===== src/rtl/washing_machine_pkg.sv =====
// Shared definitions for the washing machine controller: state encoding and
// the state-to-actuator one-hot decode.
// Latency: n/a (types and pure functions only). Backpressure: n/a.
package washing_machine_pkg;

  localparam int unsigned NUM_PHASES = 8;

  // Encoding is fixed; every 3-bit value names a state. The bit index of each
  // state in the one-hot output vector equals its encoding.
  typedef enum logic [2:0] {
    ST_IDLE      = 3'd0,
    ST_SOAK_LOW  = 3'd1,
    ST_SOAK_HIGH = 3'd2,
    ST_WASH_LOW  = 3'd3,
    ST_WASH_HIGH = 3'd4,
    ST_DRAIN     = 3'd5,
    ST_RINSE     = 3'd6,
    ST_SPIN      = 3'd7
  } state_t;

  // Output vector order (msb..lsb):
  // spin, rinse, drain, wash_high, wash_low, soak_high, soak_low, idle
  function automatic logic [NUM_PHASES-1:0] state_onehot(input state_t s);
    logic [NUM_PHASES-1:0] v;
    v = '0;
    v[s] = 1'b1;
    return v;
  endfunction

endpackage


===== src/rtl/washing_machine.sv =====
// Moore FSM sequencing a two-program wash cycle from front-panel inputs and
// external per-phase timer-done strobes; outputs are one-hot actuator enables.
// Latency: one clock from qualifying input to new output. Backpressure: none;
// every input is sampled each cycle, a phase holds until its own timer fires.
//
// Ports:
//   clk, rst          rising-edge clock, synchronous active-high reset
//   start, select     begin cycle / program (1 = high load), sampled in IDLE only
//   stop              abort to IDLE from any state
//   timer_*           phase-done inputs, each honoured only in its own phase
//   idle..drain       one-hot phase outputs, decoded from state only
module washing_machine
  import washing_machine_pkg::*;
(
  input  logic clk,
  input  logic rst,
  input  logic start,
  input  logic select,
  input  logic stop,
  input  logic timer_soak_low,
  input  logic timer_soak_high,
  input  logic timer_wash_low,
  input  logic timer_wash_high,
  input  logic timer_spin,
  input  logic timer_rinse,
  input  logic timer_drain,
  output logic idle,
  output logic soak_low,
  output logic soak_high,
  output logic wash_low,
  output logic wash_high,
  output logic rinse,
  output logic spin,
  output logic drain
);

  state_t r_state;
  logic   r_mode;
  state_t w_state_nxt;
  logic   w_mode_nxt;
  logic [NUM_PHASES-1:0] w_onehot;

  always_ff @(posedge clk) begin
    if (rst) begin
      r_state <= ST_IDLE;
      r_mode  <= 1'b0;
    end else begin
      r_state <= w_state_nxt;
      r_mode  <= w_mode_nxt;
    end
  end

  always_comb begin
    w_state_nxt = r_state;
    w_mode_nxt  = r_mode;
    if (stop) begin
      w_state_nxt = ST_IDLE;
    end else begin
      case (r_state)
        ST_IDLE: begin
          if (start) begin
            w_mode_nxt  = select;
            w_state_nxt = select ? ST_SOAK_HIGH : ST_SOAK_LOW;
          end
        end
        // Program-specific phases cross-check the latched mode: a state that
        // disagrees with it can only come from corruption, so bail to IDLE.
        ST_SOAK_LOW: begin
          if (r_mode)              w_state_nxt = ST_IDLE;
          else if (timer_soak_low) w_state_nxt = ST_WASH_LOW;
        end
        ST_SOAK_HIGH: begin
          if (!r_mode)              w_state_nxt = ST_IDLE;
          else if (timer_soak_high) w_state_nxt = ST_WASH_HIGH;
        end
        ST_WASH_LOW: begin
          if (r_mode)              w_state_nxt = ST_IDLE;
          else if (timer_wash_low) w_state_nxt = ST_DRAIN;
        end
        ST_WASH_HIGH: begin
          if (!r_mode)              w_state_nxt = ST_IDLE;
          else if (timer_wash_high) w_state_nxt = ST_DRAIN;
        end
        ST_DRAIN: if (timer_drain) w_state_nxt = ST_RINSE;
        ST_RINSE: if (timer_rinse) w_state_nxt = ST_SPIN;
        ST_SPIN:  if (timer_spin)  w_state_nxt = ST_IDLE;
        default:  w_state_nxt = ST_IDLE;
      endcase
    end
  end

  assign w_onehot = state_onehot(r_state);
  assign {spin, rinse, drain, wash_high, wash_low, soak_high, soak_low, idle} = w_onehot;

endmodule


===== config.mk =====
export PLATFORM = sky130hd
export DESIGN_NAME = washing_machine
export DESIGN_NICKNAME = d
export VERILOG_FILES = /design/src/rtl/washing_machine_pkg.sv /design/src/rtl/washing_machine.sv
export SDC_FILE = /design/constraint.sdc
export NUM_CORES = 1
export LEC_CHECK = 0
export CORE_AREA = 3 3 40 42
export DETAILED_ROUTE_END_ITERATION = 12
export DIE_AREA = 0 0 43 45
export PLACE_DENSITY_LB_ADDON = 0.1
export SYNTH_ARGS = -nofsm -noshare
export SYNTH_HDL_FRONTEND = slang
export SYNTH_SLANG_ARGS = --single-unit

===== constraint.sdc =====
create_clock -name clk -period 1.5 [get_ports clk]
set_input_delay 0.3 -clock clk [delete_from_list [all_inputs] [get_ports clk]]
set_output_delay 0.3 -clock clk [all_outputs]
set_load 0.01 [all_outputs]

---- Word level (Yosys, flattened, before mapping) ----
Index checks and enable logic that the tools add are counted.
word-level totals
  register bits after elaboration ......... 4
  bits of input ports ..................... 12
  word-level logic and storage cells ...... 41
  output and inout port bits .............. 8
operators by class
  bitwise logic cells ..................... 1
  $lt $le $gt $ge ......................... 2
  reductions and logical operators ........ 5
  eq/ne operators ......................... 15
  multiplexer cells ....................... 16
operator list
  operator                                                                             count
  3-bit two-way mux                                                                    12
  3-bit case mux with 8 select lines                                                   1
  3-bit == test, second input constant                                                 4
  3-bit != test, second input constant                                                 4
  2-bit != test, second input constant                                                 4
  8-bit AND reduction                                                                  1
  3-bit by 2-bit == test with 1-bit output, second input constant                      2
  3-bit by 4-bit less-than comparator with 1-bit output, second input constant         1
  1-bit demux with 3-bit select                                                        1
  3-bit by 1-bit == test with 1-bit output, second input constant                      1
  3-bit by 1-bit greater-or-equal comparator with 1-bit output, second input constant  1
  3-bit logical NOT                                                                    1
  3-bit AND reduction                                                                  1
  2-bit two-way mux                                                                    1
  2-bit OR reduction                                                                   1
  1-bit logical AND                                                                    1
  1-bit two-way mux                                                                    1
  1-bit NOT                                                                            1

---- Longest topological paths before layout ----
  depth in word-level cells ............... 4
  depth in mapped cells ................... 6

---- Least setup slack after synthesis ----
No wires, ideal clock.
  path type ............................... flip-flop to flip-flop
  start ................................... register r_mode
  end ..................................... register r_state[0]
  setup slack ............................. 0.196 ns
  data arrival time ....................... 1.233 ns
  cell stages (with the launch flop) ...... 6
  library setup time ...................... 0.072 ns
  cells stage by stage .................... dfxtp_1 buf_4 nor3b_1 or3_1 a31oi_2 mux2i_1
on the way
  longest elaborated chain between the ends .. 2
RTL lines
  item                                                                                        line                   text
  start, declared                                                                             washing_machine.sv:38  logic r_mode;
  start signal, assigned                                                                      washing_machine.sv:49  r_mode <= w_mode_nxt;
  3-bit != test (no source line) (tied with other cells)                                      -
  8-bit AND reduction (no source line) or 3-bit case mux with 8 select lines (tied branches)  -
  end signal, assigned                                                                        washing_machine.sv:48  r_state <= w_state_nxt;
  end, declared                                                                               washing_machine.sv:37  state_t r_state;
Several ways; a longest one is shown, not always the timed one.
A chain may end at the register's enable or synchronous reset.

---- Worst setup path in the final report ----
  start ................................... register r_state[1]
  end ..................................... output port soak_low
on the way
  longest elaborated chain between the ends .. 4
RTL lines
  item                                                                                                                                                         line                       text
  3-bit by 4-bit less-than comparator with 1-bit output (implied by the code) or 3-bit by 1-bit greater-or-equal comparator with 1-bit output (tied branches)  washing_machine_pkg.sv:26  v[s] = 1'b1;
  1-bit logical AND (implied by the code)                                                                                                                      washing_machine_pkg.sv:26
  1-bit two-way mux (implied by the code)                                                                                                                      washing_machine_pkg.sv:26
  1-bit demux with 3-bit select *                                                                                                                              washing_machine_pkg.sv:26
  end, declared                                                                                                                                                washing_machine.sv:28      output logic soak_low,
Every way passes the cells marked *; elsewhere a longest branch is shown, timed or not.

==> flow_metrics.env <==
export IMPL_status="finished, final reports clean"
export IMPL_synth_area_sq_um=432
export IMPL_dp_hpwl_microns=935
export IMPL_synth_async_reset_ratio_pct=0
export IMPL_synth_most_common_cell="nor2_1"
export IMPL_core_area_sq_mm=0.00128
export IMPL_p_per_area_mw_per_mm2=571
export IMPL_cp_arrival_ns=1.14
export IMPL_ant_nets=0
export IMPL_multi_input_comb_area_sq_um=334
export IMPL_ir_drop_mv=0.358
export IMPL_cts_max_path_buffers=2
export IMPL_place_area_sq_um=692
export IMPL_power_leakage_nw=0.309
export IMPL_crit_fanout=6
export IMPL_syn_inst=63
export IMPL_final_hold_viol_count=0
export IMPL_path_clk_slew_ns=0.04
export IMPL_cts_buffers=3
export IMPL_start_util_pct=33.6
export IMPL_syn2layout_area_growth_pct=70.1
export IMPL_cp_required_ns=1.20
export IMPL_holdBufCountCts=0
export IMPL_ys_top_cells_by_area="dfxtp_1 (19%), nor2_1 (10%), nand2b_1 (7.2%)"
export IMPL_crit_type="reg -> out"
export IMPL_wl_microns=1160
export IMPL_synth_edff_count=0
export IMPL_wire_per_inst_microns=11.0
export IMPL_crit_path_end_kind="output pin"
export IMPL_fin_util_pct=57.2
export IMPL_final_area_sq_um=734
export IMPL_first_pass_iters=4
export IMPL_start_kind="register"
export IMPL_grt_pass1_wl_microns=1840
export IMPL_instances_no_fill=106
export IMPL_skew_ns=0.00267
export IMPL_cts_max_level=1
export IMPL_synth_top_area_share_pct=18.6
export IMPL_grtUsageTotal_pct=13.2
export IMPL_dieArea_sq_mm=0.00194
export IMPL_clk_latency_ns=0.24
export IMPL_synth_top_flop_cell="dfxtp_1"
export IMPL_cap_violations=0
export IMPL_clock_sinks=4
export IMPL_period_share_pct=96.0
export IMPL_layout_drive_gt1_share_pct=24.2
export IMPL_slew_headroom_pct=70.6
export IMPL_via_count=543
export IMPL_die_width_microns=43
export IMPL_die_h_microns=45
export IMPL_regArea_sq_um=83.8
export IMPL_gr_total_overflow=0
export IMPL_drt_iter0_markers=10
export IMPL_max_freq_ghz=0.695
export IMPL_synth_nets=75
export IMPL_port_buffers=19
export IMPL_min_delay_path_class="in -> reg"
export IMPL_yosysTopAreaCell="dfxtp_1"
export IMPL_drv_slew=0
export IMPL_place_inst=103
export IMPL_gp_congestion=0.829
export IMPL_antenna_found_initial=0
export IMPL_diodes=0
export IMPL_min_path_cells=2
export IMPL_vias_per_cell=5.12
export IMPL_finalSetupViolCount=0
export IMPL_yosysSeqAreaShare_pct=18.6
export IMPL_rsz0062_at_grt="false"
export IMPL_postSynthAreaPerCell_sq_um=6.85
export IMPL_grt_max_degree=14
export IMPL_post_cts_buffers=0
export IMPL_post_route_min_period_ns=1.44
export IMPL_io_pins=20
export IMPL_ys_warn_count=0
export IMPL_tightestPinTransition_ns=0.436
export IMPL_ys_seq_elements=4
export IMPL_cts_root_buffer="clkbuf_4"
export IMPL_netlist_top_cells_count="nor2_1 (12), nand2b_1 (5), o21ai_0 (5), dfxtp_1 (4), nand2_1 (4)"
export IMPL_rows=13
export IMPL_yosysUniqueCellTypes=28
export IMPL_grt_pass1_vias=435
export IMPL_drcViolationCount=0
export IMPL_cts_tree="done"
export IMPL_nFillCells=129
export IMPL_reg2reg_depth=5
export IMPL_hold_slack_ns=0.608
export IMPL_final_nets=105
[stage by stage]
| stage | power, mW | setup WS [ns] | TNS [ns] |
|---|---|---|---|
| floorplan | 0.202 | 0.196 | 0 |
| global placement | 0.281 | -0.142 | -0.402 |
| detailed placement | 0.283 | -0.176 | -0.460 |
| CTS | 0.416 | 0.0295 | 0 |
| global route | 0.446 | 0.00120 | 0 |
| finish | 0.420 | 0.0604 | 0 |
[logic make-up after synthesis]
logic type	Yosys count	synth area share, %
AO/OA/AOI/OAI	17	28.4
AND/OR/NAND/NOR	33	39.4
buffers and inverters	7	8.99
flip-flops	4	18.6
multiplexers	2	4.64
[report_power, final]
part           switching [mW]  internal (mW)
registers             0.00830          0.114
clock network          0.0459         0.0896
logic                  0.0694         0.0922
total                   0.124          0.296
[sequential cells by signal (all words and copies together) (netlist names)]
register,cells
r_state,3
r_mode,1
[routing by layer]
metal | track usage [%] | vias to the layer above | share of wire [%]
met5 | 0 | - | 0
met4 | 10.8 | 0 | 1.5
met3 | 2.79 | 2 | 6.4
met2 | 21.6 | 22 | 50
met1 | 14.9 | 239 | 42
li1 | - | 280 | -
[cell type report]
type	instances	share of cell area [%]
sequential	4	11.4
timing repair buffer	30	36.5
inverter	2	1.02
tap	15	2.56
multi-input combinational	52	45.5
clock buffer	3	3.07
[cell usage in the layout, fill, tap and decap left out, types with 3 or more instances in the layout]
cell type	netlist	final
buf_4	1	11
nand2_1	4	4
nor2_1	12	12
dlygate4sd2_1	0	4
a21oi_1	3	3
nand2b_1	5	5
clkbuf_4	0	3
clkdlybuf4s15_1	0	4
clkdlybuf4s50_1	0	11
dfxtp_2	0	3
o21ai_0	5	4
[worst paths after layout]
kind,startpoint,to,slack [ns]
setup reg to reg,r_state[0],r_state[0],0.06
hold reg to reg,r_state[1],r_state[1],0.64
setup / recovery,r_state[1],soak_low,0.06
hold / removal,rst,r_mode,0.61
[worst max-delay path, stage by stage, from the launching register on]
cell and delay [ns]:
dfxtp_2 0.34, buf_4 0.14, nor3_1 0.18, clkdlybuf4s15_1 0.26
[timing repair]
action / 4_1_cts / 5_1_grt
gates resized for setup: 12 / 7
setup endpoints to repair: 8 / 6
gates cloned: 0 / 0
pin swaps: 0 / 1
Note: power is estimated with default switching activity, not from simulation.
